==> config.mk <==
export PLATFORM = sky130hd
export DESIGN_NAME = vga_timing_gen
export DESIGN_NICKNAME = d
export VERILOG_FILES = /design/src/rtl/vga_timing_gen.sv
export SDC_FILE = /design/constraint.sdc
export NUM_CORES = 1
export LEC_CHECK = 0
export ABC_AREA = 1
export CORE_ASPECT_RATIO = 1.2
export CORE_MARGIN = 3
export CORE_UTILIZATION = 25
export CTS_CLUSTER_SIZE = 16
export DETAILED_ROUTE_END_ITERATION = 8
export GPL_ROUTABILITY_DRIVEN = 0
export PLACE_DENSITY = 0.48
export SLEW_MARGIN = 20
export SYNTH_ARGS = -nofsm -noshare
export SYNTH_HDL_FRONTEND = slang
export SYNTH_SLANG_ARGS = --single-unit
export TNS_END_PERCENT = 20
==> constraint.sdc <==
create_clock -name clk -period 5.1 [get_ports clk]
set_clock_uncertainty 0.15 [all_clocks]
set_input_delay 0.765 -clock clk [delete_from_list [all_inputs] [get_ports clk]]
set_output_delay 0.765 -clock clk [all_outputs]
set_load 0.02 [all_outputs]
==> src/rtl/vga_timing_gen.sv <==
// rtl/vga_timing_gen.sv - raster timing generator (optional FrameCnt via VGA_FRAME_COUNTER_EN)
module vga_timing_gen #(
    parameter int unsigned H_VISIBLE = 640,
    parameter int unsigned H_FRONT   = 16,
    parameter int unsigned H_SYNC    = 96,
    parameter int unsigned H_BACK    = 48,
    parameter int unsigned V_VISIBLE = 480,
    parameter int unsigned V_FRONT   = 10,
    parameter int unsigned V_SYNC    = 2,
    parameter int unsigned V_BACK    = 33,
    parameter bit          SYNC_POL  = 1'b0
) (
    input  logic        clk,
    input  logic        rst_n,
    input  logic        PixEn,
    output logic [11:0] Hpos,
    output logic [11:0] Vpos,
    output logic        Hsync,
    output logic        Vsync,
    output logic        Visible,
    output logic        LineStart,
    output logic        FrameStart
`ifdef VGA_FRAME_COUNTER_EN
    ,
    output logic [15:0] FrameCnt
`endif
);

    localparam int unsigned H_TOTAL = H_VISIBLE + H_FRONT + H_SYNC + H_BACK;
    localparam int unsigned V_TOTAL = V_VISIBLE + V_FRONT + V_SYNC + V_BACK;

    // All window bounds as 12-bit constants so every compare is width-matched
    localparam logic [11:0] H_LAST   = 12'(H_TOTAL - 1);
    localparam logic [11:0] V_LAST   = 12'(V_TOTAL - 1);
    localparam logic [11:0] H_VIS    = 12'(H_VISIBLE);
    localparam logic [11:0] V_VIS    = 12'(V_VISIBLE);
    localparam logic [11:0] HS_FIRST = 12'(H_VISIBLE + H_FRONT);
    localparam logic [11:0] HS_LAST  = 12'(H_VISIBLE + H_FRONT + H_SYNC - 1);
    localparam logic [11:0] VS_FIRST = 12'(V_VISIBLE + V_FRONT);
    localparam logic [11:0] VS_LAST  = 12'(V_VISIBLE + V_FRONT + V_SYNC - 1);

    localparam logic SYNC_ON  = SYNC_POL;
    localparam logic SYNC_OFF = ~SYNC_POL;

    logic        h_last;
    logic        v_last;
    logic [11:0] h_next;
    logic [11:0] v_next;
    logic        hs_next;
    logic        vs_next;
    logic        vis_next;

    // Next-coordinate and decode logic; flags are decoded from the next
    // coordinates so they register in the same edge as Hpos/Vpos.
    always_comb begin
        h_last   = 1'b0;
        v_last   = 1'b0;
        h_next   = Hpos;
        v_next   = Vpos;
        hs_next  = SYNC_OFF;
        vs_next  = SYNC_OFF;
        vis_next = 1'b0;

        h_last = (Hpos == H_LAST);
        v_last = (Vpos == V_LAST);

        if (h_last) begin
            h_next = 12'd0;
            v_next = v_last ? 12'd0 : (Vpos + 12'd1);
        end else begin
            h_next = Hpos + 12'd1;
        end

        // Vpos only moves at the line wrap, so Vsync is line-aligned for free
        hs_next  = ((h_next >= HS_FIRST) && (h_next <= HS_LAST)) ? SYNC_ON : SYNC_OFF;
        vs_next  = ((v_next >= VS_FIRST) && (v_next <= VS_LAST)) ? SYNC_ON : SYNC_OFF;
        vis_next = (h_next < H_VIS) && (v_next < V_VIS);
    end

    // Coordinate and flag registers; everything holds while PixEn is low
    // except the start pulses, which drop to 0.
    always_ff @(posedge clk or negedge rst_n) begin
        if (!rst_n) begin
            Hpos       <= 12'd0;
            Vpos       <= 12'd0;
            Hsync      <= SYNC_OFF;
            Vsync      <= SYNC_OFF;
            Visible    <= 1'b1;
            LineStart  <= 1'b0;
            FrameStart <= 1'b0;
        end else if (PixEn) begin
            Hpos       <= h_next;
            Vpos       <= v_next;
            Hsync      <= hs_next;
            Vsync      <= vs_next;
            Visible    <= vis_next;
            LineStart  <= h_last;
            FrameStart <= h_last && v_last;
        end else begin
            LineStart  <= 1'b0;
            FrameStart <= 1'b0;
        end
    end

`ifdef VGA_FRAME_COUNTER_EN
    // Frame counter steps in the edge that raises FrameStart, wrapping at 16 bits
    always_ff @(posedge clk or negedge rst_n) begin
        if (!rst_n) begin
            FrameCnt <= 16'd0;
        end else if (PixEn && h_last && v_last) begin
            FrameCnt <= FrameCnt + 16'd1;
        end
    end
`endif

endmodule

Word level (Yosys, flattened, before mapping)
Cells that the tools add are included.

word-level totals
  word-level logic and storage cells = 28
  bits in registers = 29
  bits of input ports = 3

operators by class
  add/subtract/negate cells = 2
  muxes and demuxes = 7
  equal/unequal tests = 2
  reductions and logical operators = 4
  $lt $le $gt $ge = 6

operators by type and width
  operator                                                                               count
  12-bit 2-to-1 mux                                                                      3
  12-bit by 1-bit adder with 12-bit output, second input constant                        2
  12-bit by 10-bit equality test with 1-bit output, second input constant                2
  12-bit by 10-bit greater-or-equal comparator with 1-bit output, second input constant  1
  12-bit by 9-bit greater-or-equal comparator with 1-bit output, second input constant   1
  12-bit by 10-bit <= comparator with 1-bit output, second input constant                1
  12-bit by 9-bit <= comparator with 1-bit output, second input constant                 1
  12-bit by 10-bit < comparator with 1-bit output, second input constant                 1
  12-bit by 9-bit < comparator with 1-bit output, second input constant                  1
  1-bit logical AND                                                                      4
  1-bit 2-to-1 mux                                                                       4

Longest topological paths before layout
  depth in word-level cells = 6
  mapped depth = 12
  depth with buffers taken out = 12

Worst setup path after synthesis
No wires, ideal clock.

  path kind = flip-flop to flip-flop
  start point = register Hpos[1]
  end point = register Vsync
  stages on the path, launching flop included = 12
  arrival = 1676 ps
  path slack = 3194 ps
  library setup time = 80 ps
  data required time = 4870 ps
  cells stage by stage = dfrtp_1 ha_1 nand2_4 nor2_8 nand3_2 buf_6 nand2_2 nand2_1 nor2_1 nand3_1 nor2_1 a21oi_1

on the way
  word-level cells in the longest chain between the ends = 5
  elaborated cells between the ends (all ways) = 6

RTL lines
  element                                                                                                                                  RTL line  source
  start, declared                                                                                                                          16        output logic [11:0] Hpos,
  start signal, assigned                                                                                                                   92        Hpos <= h_next;
  12-bit by 10-bit equality test with 1-bit output (*)                                                                                     64        h_last = (Hpos == H_LAST);
  12-bit 2-to-1 mux (*)                                                                                                                    67        if (h_last) begin
  12-bit by 9-bit greater-or-equal comparator with 1-bit output / 12-bit by 9-bit <= comparator with 1-bit output (equally long branches)  76        vs_next = ((v_next >= VS_FIRST) && (v_next <= VS_LAST)) ? SYNC_ON : SYNC_OFF;
  1-bit logical AND (*)                                                                                                                    76
  1-bit 2-to-1 mux (*)                                                                                                                     76
  end signal, assigned                                                                                                                     95        Vsync <= vs_next;
  end, declared                                                                                                                            19        output logic Vsync,

Mark *: on every way between the ends. The rest lies on a longest branch, timed or not.
A chain may end at the register's enable or synchronous reset.

==> results_dict.tcl <==
set metrics [dict create \
    power_density_nw_per_um2 323.5 \
    areaGrowthSynthToFinish_pct 23.42 \
    peakVddDrop_mv 0.1229 \
    rsz0062_at_grt "no" \
    htreeDepth 2 \
    cts-resized-gates 0 \
    core-area_um2 8288 \
    rows 36 \
    hold_viol 0 \
    yosysWarnings 0 \
    grt_usage_pct 12.78 \
    grt.overflow.total 0 \
    route.vias.total 2174 \
    status "completed" \
    worst_setup_path_end_kind "flip-flop" \
    cts_setup_buffers 0 \
    timing.fmax_ghz 0.4144 \
    max-cap-violations 0 \
    crit_required_ns 5.13 \
    cts.sinks 29 \
    critPathKind "input pin to flip-flop" \
    dr.pass1.iters 4 \
    grt_pass1_wl_um 9984 \
    utilization_pct 32.22 \
    cp_common_cell "inv_1" \
    synth.distinct_cells 31 \
    dpl.cell_count 471 \
    ys_ff_latch 29 \
    slowest_delay_ns 0.66 \
    start_util_pct 26.10 \
    cp_slowest_cell "inv_1" \
    worst_pin_slew_ns 0.8768 \
    antenna_found_initial 0 \
    crit_arrival_ns 2.45 \
    setup_tns_ns 0 \
    drc 0 \
    hpwl_um 4499 \
    fin_cells 479 \
    clk_pin_slew_ns 0.07 \
    crit_buf_inv 4 \
    syn-num-nets 339 \
    drtIter0Drc 107 \
    leakagePower_nw 1.276 \
    crit_path_start_kind "input pin" \
    mostFrequentLayoutCells "118 x nand2_1, 37 x inv_1, 34 x nor2_1" \
    cts_max_path_buffers 2 \
    path_max_fanout 33 \
    dieWidth_um 90.92 \
    grt_pass1_vias 2081 \
    slew_violations 0 \
    pre_cts_ws_ns 2.366 \
    path_delay_family "buffers and inverters" \
    grt_max_degree 34 \
    final.period_utilization_pct 47.32 \
    syn_area_um2 2163 \
    cts_tree "built" \
    hp-class "flip-flop to flip-flop" \
    min_period_ns 2.413 \
    root_buffer "clkbuf_8" \
    cts_buffers 5 \
    nNetsFinal 371 \
    layout_setup_ws_ns 2.687 \
    ys_seq_area_share_pct 33.72 \
    routed_wl_um 6042 \
    antenna_cells 0 \
    fp.dieArea_um2 9810 \
    ioPinCount 32 \
    setup-violations-final 0 \
    relSlewSlack_pct 41.48 \
    final_common_cell "nand2_1" \
    cp_cell_sequence "clkdlybuf4s50_1 -> buf_4 -> inv_1 -> nor2_1 -> o21ai_0 -> inv_1" \
    ctsHoldBuffers 0 \
    port_buffers 31 \
    worstSkewPairLatency_ns 0.29 \
    syn_avg_cell_area_um2 6.516 \
    wl_per_cell_um 12.61 \
    postSynthCellCount 332 \
    drive_gt1_share_pct 10.96 \
    postRouteAntennaNets 0 \
    via_per_inst 4.539 \
    die_h_um 107.9 \
]
## metrics by stage
stage               hold slack, ns  power (W)  area (um2)
floorplan                   0.3194  0.0005448        2163
global placement            0.3131  0.0006787        2587
detailed placement          0.3214  0.0006816        2587
CTS                         0.3338  0.0008761        2670
global route                0.3568  0.0009253        2670
finish                      0.3238  0.0008637        2670
## layout make-up
class / count / area, um2
clock buffers: 6 / 72.57
clock inverters: 2 / 10.01
fillers: 954 / 5618
inverters: 41 / 153.9
multi-input cells: 254 / 1236
flip-flops and latches: 29 / 729.5
well taps: 114 / 142.6
repair buffers: 33 / 325.3
## where the power goes
group | internal, W | total (W) | leakage (nW) | switching (W)
logic | 0.000138 | 0.000329 | 0.857 | 0.000191
registers | 0.000272 | 0.000345 | 0.374 | 0.0000735
clock network | 0.0000945 | 0.000190 | 0.0450 | 0.0000953
total | 0.000504 | 0.000864 | 1.28 | 0.000360
## worst min-delay path, cell delays in order (launching register included)
cell and delay, ns:
dfstp_2 0.37, nand2_1 0.06, nand2_1 0.05
## layer usage
metal	up-vias	wire (um)	GRT usage, %
met2	31	3072	23.51
li1	1116	-	-
met3	6	157	2.028
met4	0	80	4.418
met1	1021	2731	15.00
met5	-	0	0
## kinds of logic after synthesis
group / count (synthesis) / synth area share (%)
AO/OA/AOI/OAI: 33 / 8.387
AND/OR/NAND/NOR: 214 / 45.23
buffers and inverters: 49 / 9.138
adder cells (fa/ha/maj): 4 / 2.314
flip-flops: 29 / 33.72
XOR/XNOR: 3 / 1.215
## sequential cells by signal, indices dropped and copies added, names as in the netlist
name and flops:
Hpos 12, Vpos 12, FrameStart 1, Hsync 1
LineStart 1, Visible 1, Vsync 1
## Yosys cell counts
library cell,count,area [um2]
nand2_1,118,442.9
xnor2_1,2,17.52
or2_2,1,6.260
o21ai_2,2,17.52
dfstp_2,3,78.83
o22ai_1,2,12.51
buf_6,1,11.26
o21ai_1,1,5.000
nor2_8,2,40.04
inv_1,37,138.9
a21oi_1,2,10.01
nor3_1,2,10.01
inv_2,4,15.01
o21a_2,1,8.760
nand3_2,3,30.03
o21ai_0,24,120.1
buf_4,1,7.510
nor2_1,34,127.6
o21bai_1,1,7.510
nor2_4,2,22.52
nand2_2,4,25.02
buf_2,2,10.01
ha_1,4,50.05
clkbuf_1,4,15.01
nand4_1,12,75.07
nand2_4,1,11.26
dfrtp_1,26,650.6
nand3_1,27,135.1
and2_4,1,8.760
nor2_2,7,43.79
xor2_1,1,8.760
## final timing paths
path | start | endpoint | slack, ns | depth (start not counted)
min in group asynchronous | rst_n | Vpos[4] | 0.72 | 2
setup reg to reg | Hpos[1] | Vsync | 2.89 | 10
setup / recovery | PixEn | Vpos[0] | 2.69 | 6
hold / removal | Visible | Visible | 0.32 | 2
max in group asynchronous | rst_n | Visible | 3.74 | 2
hold reg to reg | Visible | Visible | 0.32 | 2
Power figures use the tool's default switching activity.
